[config.mk]
export PLATFORM = sky130hd
export DESIGN_NAME = load_store_unit_flat
export DESIGN_NICKNAME = d
export VERILOG_FILES = /design/src/rtl/load_store_unit_if.sv /design/src/rtl/load_store_unit.sv /design/src/flat_wrapper.sv
export SDC_FILE = /design/constraint.sdc
export NUM_CORES = 1
export LEC_CHECK = 0
export CORE_ASPECT_RATIO = 1.25
export CORE_MARGIN = 3
export CORE_UTILIZATION = 48
export DETAILED_ROUTE_END_ITERATION = 12
export PLACE_DENSITY = 0.88
export SYNTH_ARGS = -nofsm -noshare
export SYNTH_HDL_FRONTEND = slang
export SYNTH_SLANG_ARGS = --single-unit
[constraint.sdc]
create_clock -name clock -period 2.7 [get_ports clock]
set_input_delay 0.27 -clock clock [delete_from_list [all_inputs] [get_ports clock]]
set_output_delay 0.27 -clock clock [all_outputs]
set_load 0.05 [all_outputs]
[src/rtl/load_store_unit_if.sv]
// Core-side request/response and word-memory bus for the load/store unit.
// The master side is the core plus word memory; the slave side is the unit.
interface load_store_unit_if;
  logic        req_valid;
  logic        req_ready;
  logic [2:0]  op;
  logic [31:0] addr;
  logic [31:0] wdata;
  logic        resp_valid;
  logic        resp_err;
  logic [31:0] rdata;
  logic        MemRead;
  logic        MemWrite;
  logic [31:0] Address;
  logic [31:0] WriteData;
  logic [31:0] ReadData;

  modport master (
    output req_valid, op, addr, wdata, ReadData,
    input  req_ready, resp_valid, resp_err, rdata, MemRead, MemWrite, Address, WriteData
  );

  modport slave (
    input  req_valid, op, addr, wdata, ReadData,
    output req_ready, resp_valid, resp_err, rdata, MemRead, MemWrite, Address, WriteData
  );
endinterface

[src/rtl/load_store_unit.sv]
// Byte/halfword/word load-store unit over a 32-bit word memory.
// Sub-word stores use read-modify-write; misaligned accesses fail without touching memory.
module load_store_unit (
  input  logic             clock,
  input  logic             reset_n,
  load_store_unit_if.slave bus
);
  localparam int DATA_W = 32;

  localparam logic [2:0] OP_LW  = 3'b000;
  localparam logic [2:0] OP_LB  = 3'b001;
  localparam logic [2:0] OP_LBU = 3'b010;
  localparam logic [2:0] OP_LH  = 3'b011;
  localparam logic [2:0] OP_LHU = 3'b100;
  localparam logic [2:0] OP_SW  = 3'b101;
  localparam logic [2:0] OP_SB  = 3'b110;
  localparam logic [2:0] OP_SH  = 3'b111;

  typedef enum logic [1:0] {IDLE, RD, WR, RESP} state_t;

  state_t              state_q, state_d;
  logic [2:0]          op_p0;
  logic [DATA_W-1:0]   addr_p0;
  logic [DATA_W-1:0]   wdata_p0;
  logic                err_p0;
  logic [DATA_W-1:0]   rdata_p1;
  logic [DATA_W-1:0]   wword_p1;
  logic                acc_err;
  logic                rmw_p0;

  function automatic logic misaligned(input logic [2:0] op, input logic [1:0] a);
    case (op)
      OP_LW, OP_SW:         misaligned = |a;
      OP_LH, OP_LHU, OP_SH: misaligned = a[0];
      default:              misaligned = 1'b0;
    endcase
  endfunction

  function automatic logic [DATA_W-1:0] load_extend(input logic [2:0] op, input logic [1:0] a,
                                                    input logic [DATA_W-1:0] w);
    logic [7:0]  b;
    logic [15:0] h;
    b = w[{a, 3'b000} +: 8];
    h = w[{a[1], 4'b0000} +: 16];
    case (op)
      OP_LB:   load_extend = {{24{b[7]}}, b};
      OP_LBU:  load_extend = {24'h0, b};
      OP_LH:   load_extend = {{16{h[15]}}, h};
      OP_LHU:  load_extend = {16'h0, h};
      default: load_extend = w;
    endcase
  endfunction

  function automatic logic [DATA_W-1:0] store_merge(input logic [2:0] op, input logic [1:0] a,
                                                    input logic [DATA_W-1:0] w,
                                                    input logic [DATA_W-1:0] d);
    store_merge = w;
    if (op == OP_SB) store_merge[{a, 3'b000} +: 8]    = d[7:0];
    else             store_merge[{a[1], 4'b0000} +: 16] = d[15:0];
  endfunction

  assign acc_err = misaligned(bus.op, bus.addr[1:0]);
  assign rmw_p0  = (op_p0 == OP_SB) || (op_p0 == OP_SH);

  always_comb begin
    state_d = state_q;
    case (state_q)
      IDLE: if (bus.req_valid) begin
        if (acc_err)               state_d = RESP;
        else if (bus.op == OP_SW)  state_d = WR;
        else                       state_d = RD;
      end
      RD:      state_d = rmw_p0 ? WR : RESP;
      WR:      state_d = RESP;
      RESP:    state_d = IDLE;
      default: state_d = IDLE;
    endcase
  end

  always_ff @(posedge clock) begin
    if (!reset_n) begin
      state_q  <= IDLE;
      op_p0    <= '0;
      addr_p0  <= '0;
      wdata_p0 <= '0;
      err_p0   <= 1'b0;
      rdata_p1 <= '0;
      wword_p1 <= '0;
    end else begin
      state_q <= state_d;
      // p0: request accepted in IDLE; stale load data is cleared so stores/errors return 0
      if (state_q == IDLE && bus.req_valid) begin
        op_p0    <= bus.op;
        addr_p0  <= bus.addr;
        wdata_p0 <= bus.wdata;
        err_p0   <= acc_err;
        rdata_p1 <= '0;
        wword_p1 <= bus.wdata;
      end
      // p1: memory word captured in RD, either as load result or as merged store word
      if (state_q == RD) begin
        if (rmw_p0) wword_p1 <= store_merge(op_p0, addr_p0[1:0], bus.ReadData, wdata_p0);
        else        rdata_p1 <= load_extend(op_p0, addr_p0[1:0], bus.ReadData);
      end
    end
  end

  assign bus.req_ready  = (state_q == IDLE);
  assign bus.MemRead    = (state_q == RD);
  assign bus.MemWrite   = (state_q == WR);
  assign bus.Address    = {addr_p0[31:2], 2'b00};
  assign bus.WriteData  = wword_p1;
  assign bus.resp_valid = (state_q == RESP);
  assign bus.resp_err   = (state_q == RESP) && err_p0;
  assign bus.rdata      = (state_q == RESP) ? rdata_p1 : '0;
endmodule

[src/flat_wrapper.sv]
// flat-port wrapper written by rule: the top's interface ports become plain ports
module load_store_unit_flat 
  (clock, reset_n, bus_req_valid, bus_op, bus_addr, bus_wdata, bus_ReadData, bus_req_ready, bus_resp_valid, bus_resp_err, bus_rdata, bus_MemRead, bus_MemWrite, bus_Address, bus_WriteData);
  load_store_unit_if bus_i ();
  input  logic clock;
  input  logic reset_n;
  input wire logic [$bits(bus_i.req_valid)-1:0] bus_req_valid;
  input wire logic [$bits(bus_i.op)-1:0] bus_op;
  input wire logic [$bits(bus_i.addr)-1:0] bus_addr;
  input wire logic [$bits(bus_i.wdata)-1:0] bus_wdata;
  input wire logic [$bits(bus_i.ReadData)-1:0] bus_ReadData;
  output wire logic [$bits(bus_i.req_ready)-1:0] bus_req_ready;
  output wire logic [$bits(bus_i.resp_valid)-1:0] bus_resp_valid;
  output wire logic [$bits(bus_i.resp_err)-1:0] bus_resp_err;
  output wire logic [$bits(bus_i.rdata)-1:0] bus_rdata;
  output wire logic [$bits(bus_i.MemRead)-1:0] bus_MemRead;
  output wire logic [$bits(bus_i.MemWrite)-1:0] bus_MemWrite;
  output wire logic [$bits(bus_i.Address)-1:0] bus_Address;
  output wire logic [$bits(bus_i.WriteData)-1:0] bus_WriteData;
  assign bus_i.req_valid = bus_req_valid;
  assign bus_i.op = bus_op;
  assign bus_i.addr = bus_addr;
  assign bus_i.wdata = bus_wdata;
  assign bus_i.ReadData = bus_ReadData;
  assign bus_req_ready = bus_i.req_ready;
  assign bus_resp_valid = bus_i.resp_valid;
  assign bus_resp_err = bus_i.resp_err;
  assign bus_rdata = bus_i.rdata;
  assign bus_MemRead = bus_i.MemRead;
  assign bus_MemWrite = bus_i.MemWrite;
  assign bus_Address = bus_i.Address;
  assign bus_WriteData = bus_i.WriteData;
  load_store_unit u_core (.clock(clock), .reset_n(reset_n), .bus(bus_i));
endmodule
Word-level counts from Yosys, hierarchy flattened
Cells that the tools add are included.
{"block": "totals", "ff_bits": 118, "input_bits": 102}
{"block": "op_classes", "n_addsub": 2, "eq_ne": 14, "n_shift": 6, "muxes": 17, "reduce_logical": 8}
{"operator": "32-bit two-way mux", "count": 8}
{"operator": "32-bit one-hot mux with 4 select lines", "count": 1}
{"operator": "32-bit bitwise mux", "count": 2}
{"operator": "16-bit by 7-bit variable shift with 32-bit output, first input constant", "count": 1}
{"operator": "8-bit by 7-bit variable shift with 32-bit output, first input constant", "count": 1}
{"operator": "16-bit by 7-bit variable part select with 32-bit output", "count": 1}
{"operator": "32-bit by 6-bit variable part select with 16-bit output", "count": 1}
{"operator": "32-bit by 6-bit variable part select with 8-bit output", "count": 1}
{"operator": "8-bit by 7-bit variable part select with 32-bit output", "count": 1}
{"operator": "3-bit equality test, second input constant", "count": 6}
{"operator": "5-bit negation with 7-bit output", "count": 2}
{"operator": "3-bit by 2-bit equality test with 1-bit output, second input constant", "count": 3}
{"operator": "2-bit one-hot mux with 4 select lines", "count": 1}
{"operator": "2-bit two-way mux", "count": 3}
{"operator": "2-bit equality test, second input constant", "count": 2}
{"operator": "2-bit OR reduction", "count": 2}
{"operator": "3-bit by 1-bit equality test with 1-bit output, second input constant", "count": 1}
{"operator": "3-bit zero test", "count": 1}
{"operator": "3-bit OR reduction", "count": 1}
{"operator": "2-bit by 1-bit equality test with 1-bit output, second input constant", "count": 1}
{"operator": "1-bit logical AND", "count": 2}
{"operator": "2-bit zero test", "count": 1}
{"operator": "2-bit != test, second input constant", "count": 1}
{"operator": "1-bit one-hot mux with 2 select lines", "count": 1}
{"operator": "2 further kinds", "count": 2}

Logic depth before layout (Yosys ltp)
Gate-level depths: netlist (run 1).
{"block": "depth", "depth_word": 6, "ltp_mapped": 8}

Worst setup path after synthesis (run 1)
No wires, ideal clock.
{"block": "synth_timing", "kind": "flip-flop to flip-flop", "start": "register u_core.addr_p0[0]", "end": "register u_core.wword_p1[30] (netlist: u_core.bus.WriteData[30])", "t_arrival_ns": 2.013, "required_time_ns": 2.641, "path_slack_ns": 0.628, "path_stages_with_launch": 9, "path_cell_list": "dfxtp_1 -> buf_4 -> inv_1 -> ha_1 -> or3b_4 -> nor3_4 -> a221oi_1 -> a21oi_1 -> o211a_1"}
{"block": "synth_via", "elab_chain_len": 6, "elab_cells_between_ends": 7}
{"item": "start, declared", "line": "load_store_unit.sv:23", "text": "logic [DATA_W-1:0] addr_p0;"}
{"item": "start signal, assigned", "line": "load_store_unit.sv:94", "text": "addr_p0 <= bus.addr;"}
{"item": "5-bit negation with 7-bit output *", "line": "load_store_unit.sv:58", "text": "if (op == OP_SB) store_merge[{a, 3'b000} +: 8] = d[7:0];"}
{"item": "8-bit by 7-bit variable part select with 32-bit output / 8-bit by 7-bit variable shift with 32-bit output (equally long branches)", "line": "load_store_unit.sv:58"}
{"item": "32-bit bitwise mux *", "line": "load_store_unit.sv:58"}
{"item": "32-bit two-way mux *", "line": "load_store_unit.sv:58"}
{"item": "32-bit two-way mux *", "line": "load_store_unit.sv:102", "text": "if (rmw_p0) wword_p1 <= store_merge(op_p0, addr_p0[1:0], bus.ReadData, wdata_p0);"}
{"item": "32-bit two-way mux *", "line": "load_store_unit.sv:101", "text": "if (state_q == RD) begin"}
{"item": "end signal, assigned", "line": "load_store_unit.sv:98", "text": "wword_p1 <= bus.wdata;"}
{"item": "end signal, assigned", "line": "load_store_unit.sv:102"}
{"item": "end, declared", "line": "load_store_unit.sv:27", "text": "logic [DATA_W-1:0] wword_p1;"}
Mark *: on every way between the ends. The rest lies on a longest branch, timed or not.
A chain may end at the register's enable or synchronous reset.

Worst setup path after layout (run 1)
{"block": "layout_timing", "start": "register u_core.state_q[1]", "end": "output bus_rdata[12]"}
{"block": "layout_via", "elab_chain_len": 2}
{"item": "start, declared", "line": "load_store_unit.sv:21", "text": "state_t state_q, state_d;"}
{"item": "start signal, assigned", "line": "load_store_unit.sv:90", "text": "state_q <= state_d;"}
{"item": "2-bit equality test", "line": "load_store_unit.sv:115", "text": "assign bus.rdata = (state_q == RESP) ? rdata_p1 : '0;"}
{"item": "32-bit two-way mux", "line": "load_store_unit.sv:115"}
{"item": "end, declared", "line": "flat_wrapper.sv:15", "text": "output wire logic [$bits(bus_i.rdata)-1:0] bus_rdata;"}
Every way passes these cells.

==> results of run 1 <==
## registers in the layout (all words and copies together) (netlist names)
name,count
u_core.addr_p0,32
u_core.bus.WriteData,32
u_core.rdata_p1,32
u_core.wdata_p0,16
u_core.op_p0,3
u_core.state_q,2
u_core.err_p0,1
## repair_timing
| action | 4_1_cts | 5_1_grt |
|---|---|---|
| hold endpoints to repair | 0 | 0 |
| hold buffers | 0 | 0 |
| gates resized for setup | 1 | 0 |
| endpoints found under the setup margin | 11 | 0 |
| buffers inserted | 0 | 0 |
## how the worst max path moves through the flow
stage                                    from                                   to  slack, ns  depth (start not counted)
2_1_floorplan  u_core.addr_p0[0]$_SDFFE_PN0P_  u_core.bus.WriteData[30]$_SDFF_PN0_       0.63                          8
3_3_place_gp     u_core.op_p0[0]$_SDFFE_PN0P_        u_core.rdata_p1[6]$_SDFF_PN0_       0.44                          5
3_5_place_dp   u_core.state_q[0]$_SDFFE_PN0P_                        bus_rdata[12]       0.40                          3
4_1_cts        u_core.state_q[0]$_SDFFE_PN0P_                        bus_rdata[12]       0.18                          3
5_1_grt        u_core.state_q[0]$_SDFFE_PN0P_                        bus_rdata[12]       0.12                          3
6_report       u_core.state_q[1]$_SDFFE_PN0P_                        bus_rdata[12]       0.19                          3
## stage by stage
step | setup WS, ns | area, um2 | util [%] | power (W) | hold slack, ns
global placement | 0.4357 | 8406 | 62.97 | 0.006157 | 0.4403
finish | 0.1858 | 9006 | 67.47 | 0.008534 | 0.4038
CTS | 0.1752 | 9006 | 67.47 | 0.008542 | 0.3934
detailed placement | 0.4014 | 8406 | 62.97 | 0.006223 | 0.4453
global route | 0.1186 | 9006 | 67.47 | 0.008987 | 0.4134
floorplan | 0.6280 | 6574 | - | 0.005183 | 0.4060
## cell families (layout without fill, tap and decap cells)
family	after synthesis	count (layout)	share of synthesized area (%)
AO/OA/AOI/OAI	273	273	29.04
multiplexers	21	21	3.466
buffers and inverters	115	263	9.446
other	1	2	0.05708
XOR/XNOR	1	1	0.1333
AND/OR/NAND/NOR	288	288	20.00
flip-flops	118	118	35.96
adder cells (fa/ha/maj)	10	10	1.904
## cells in the final DEF (no fill, tap or decap), types with 2 or more instances in the layout
cell,n
a211oi_1,13
a21oi_1,121
a221oi_1,33
a222oi_1,6
a22o_1,8
a311oi_1,23
a31oi_1,4
a32o_1,2
a32oi_1,3
and2_1,33
and3_1,4
buf_12,4
buf_4,32
bufinv_16,3
clkbuf_1,2
clkbuf_16,17
clkbuf_8,3
clkdlybuf4s50_1,186
clkinv_2,2
clkinvlp_4,2
conb_1,2
dfxtp_1,117
ha_1,9
inv_1,9
mux2i_1,19
nand2_1,178
nand3_1,18
nand3b_1,2
nor2_1,13
nor2b_1,4
nor3_1,23
o211a_1,16
o211ai_1,4
o21a_1,5
o21ai_0,17
o21ai_2,2
## routing by layer
| metal | track usage, % | vias to the layer above | routed length, um | part of all wire, % |
|---|---|---|---|---|
| li1 | - | 3235 | - | - |
| met1 | 33.43 | 3155 | 8543 | 40 |
| met2 | 46.09 | 334 | 10160 | 48 |
| met3 | 8.138 | 67 | 1844 | 8.7 |
| met4 | 11.36 | 0 | 727 | 3.4 |
| met5 | 0 | - | 0 | 0 |
## power breakdown
part | internal, W | switching, W
logic | 0.00133 | 0.00239
clock network | 0.00151 | 0.000792
registers | 0.00219 | 0.000324
## cell type report
cell class	instances	share of cell area, %
timing repair buffer	222	24.23
clock inverter	8	1.375
clock buffer	22	5.265
tap	171	2.376
sequential	118	26.24
inverter	11	0.4585
multi-input combinational	595	40.05
## worst max-delay path, delay by kind of cell, from the launching register on
kind / cells / cell delay (ns)
fa+ha+maj: 1 / 0.43
buf+inv: 1 / 0.81
flops: 1 / 0.39
simple gates: 1 / 0.19
==> results.env, run 1 <==
WORST_SLEW_PIN_SLEW_NS=0.7828
HP-CLASS='in2reg'
HTREEDEPTH=4
Y_DIMENSION_OF_THE_DIE_UM=136.8
NUMPLACEDINSTANCES=1117
POSTROUTEWIRELENGTH_UM=21280
FINAL_CELLS=1147
CTS_INSERTED_BUFFERS=17
DR_TOTAL_VIAS=6791
FINAL-SEQ-AREA_UM2=2364
HOLD_START='bus_addr[18]'
SYNTH-EDFF-COUNT=0
POST-SYNTH-TOP-COUNT-CELL='nand2_1'
FINAL_MAX_SLEW_VIOL_COUNT=0
CTS_TREE='built'
LAYOUT_WORST_PATH_CYCLE_SHARE_PCT=93.12
DP.FINAL_HPWL_UM=15190
MULTI_INPUT_AREA_UM2=3607
START_UTIL_PCT=49.22
OUTCOME='completed'
MAPPED_AREA_UM2=6570
YOSYSTOPAREACELLSHARE_PCT=35.96
IO-PIN-COUNT=203
SYNTH_AREA_LEADERS='dfxtp_1 (36%), nand2_1 (10%), a21oi_1 (9.2%), buf_4 (4.5%), a221oi_1 (4.4%)'
WORST_EP_ARRIVAL_TIME_NS=2.24
AVGSYNTHCELLAREA_UM2=7.944
TIMING_HOLD_VIOLATIONS_FINAL=0
HOLDPATHSTAGES=3
ACHIEVABLE-FREQUENCY_MHz=397.7
CRITICAL_PATH_CLASS='reg2out'
GRT_START_MAX_NET_PINS=97
SYNTH.LIB_CELLS_USED.DISTINCT=62
R2R.WORST_PATH.CELLS=5
GR-USAGE-ALL-LAYERS_PCT=27.60
CRITICAL_PATH.CELL_CHAIN='ha_2 > and2_1 > clkdlybuf4s50_1'
WORSTSETUPSTARTPOINTTYPE='register'
POWERDENSITY_nW_PER_UM2=947.6
TIMING.CRITICAL_PATH.TO_TYPE='output port'
SETUP_VIOLATIONS=0
CRITICAL_PATH.REG2REG.STARTPOINT='u_core.op_p0[0]$_SDFFE_PN0P_'
INSERTION_DELAY_NS=0.41
SHARE_OF_SYNTHESIZED_AREA_OCCUPIED_BY_FLIP_FLOPS_AND_LATCHES_PCT=35.96
ROUTED_VIA_DENSITY=5.921
ANT_NETS=0
TOTAL_DIE_AREA_UM2=15140
FINALCRITICALPERIOD_NS=2.514
AREA_DELTA_SYNTH_FINAL_PCT=37.08
CLK_PATH_BUF_DEPTH=2
DRTITER0DRC=613
FINAL.FILL_COUNT=1108
DRIVE_ABOVE_1_SHARE_PCT=8.709
TIMING.CRITICAL_PATH.REQUIRED_NS=2.43
CRITPATHSLOWESTCELL='clkdlybuf4s50_1'
NETLIST.TOP_CELL.BY_AREA='dfxtp_1'
ANTENNA_CELLS_INSERTED=0
HOLDPATHEND='u_core.addr_p0[18]$_SDFFE_PN0P_'
INITIAL_ANTENNA_VIOLATION_COUNT=0
RELATIVE_MAX_TRANSITION_MARGIN_PCT=47.74
P_LEAK_nW=3.420
ROWS=47
YOSYS_MOST_USED_DFF='dfxtp_1'
CORE_AREA_UM2=13350
PLACE_CONGESTION=0.9767
FINAL.SETUP.TNS_NS=0
SYNTH-ASYNC-RESET-RATIO_PCT=0
MAXCAPVIOLATIONS=0
NUMBER_OF_GLOBAL_ROUTE_VIAS_BEFORE_REPAIR=6547
REG2REG_SETUP_SLACK_NS=0.38
CLOCKROOTBUFFER='clkbuf_16'
DRT_PASS1_ITERATIONS=5
GRT_OVERFLOW_TOTAL=0
SYNTH.FF_LATCH_COUNT=118
SETUP_SKEW_NS=0.004566
DRT_DRC_VIOLATIONS_LEFT=0
CLKSINKCOUNT=118
YS.WARNINGS.COUNT=0
CRITICAL_PATH_PEAK_FANOUT=23
NNETSFINAL=1077
REGTOREGENDPOINT='u_core.rdata_p1[6]$_SDFF_PN0_'
CLOCK_EDGE_TRANSITION_AT_THE_REGISTERS_ON_THE_REPORTED_SETUP_AND_HOLD_PATHS_NS=0.05
SLOWEST_STAGE_DELAY_ON_CRITICAL_PATH_NS=0.81
SYNTH.CELLS.MOST_FREQUENT='nand2_1 (179), a21oi_1 (121), dfxtp_1 (118), clkbuf_1 (48), buf_4 (39)'
GRT_SETUP_UNREPAIRED='false'
PORT-BUFFER-COUNT=200
FIRST_PASS_GRT_WIRE_LENGTH_UM=34070
PEAKVDDDROP_V=0.0005629
WL_PER_CELL_UM=18.55
SYNTHESIS.INSTANCES=827
DIE_WIDTH_UM=110.6
No activity file was read; power rests on OpenSTA's default activity.
==> run 2: changes to the inputs <==
--- a/config.mk
+++ b/config.mk
@@ -13,3 +13,4 @@
 export SYNTH_ARGS = -nofsm -noshare
 export SYNTH_HDL_FRONTEND = slang
 export SYNTH_SLANG_ARGS = --single-unit
+export TNS_END_PERCENT = 20
==> results of run 2 <==
No change in the layout: final DEF, timing and power equal those of run 1.
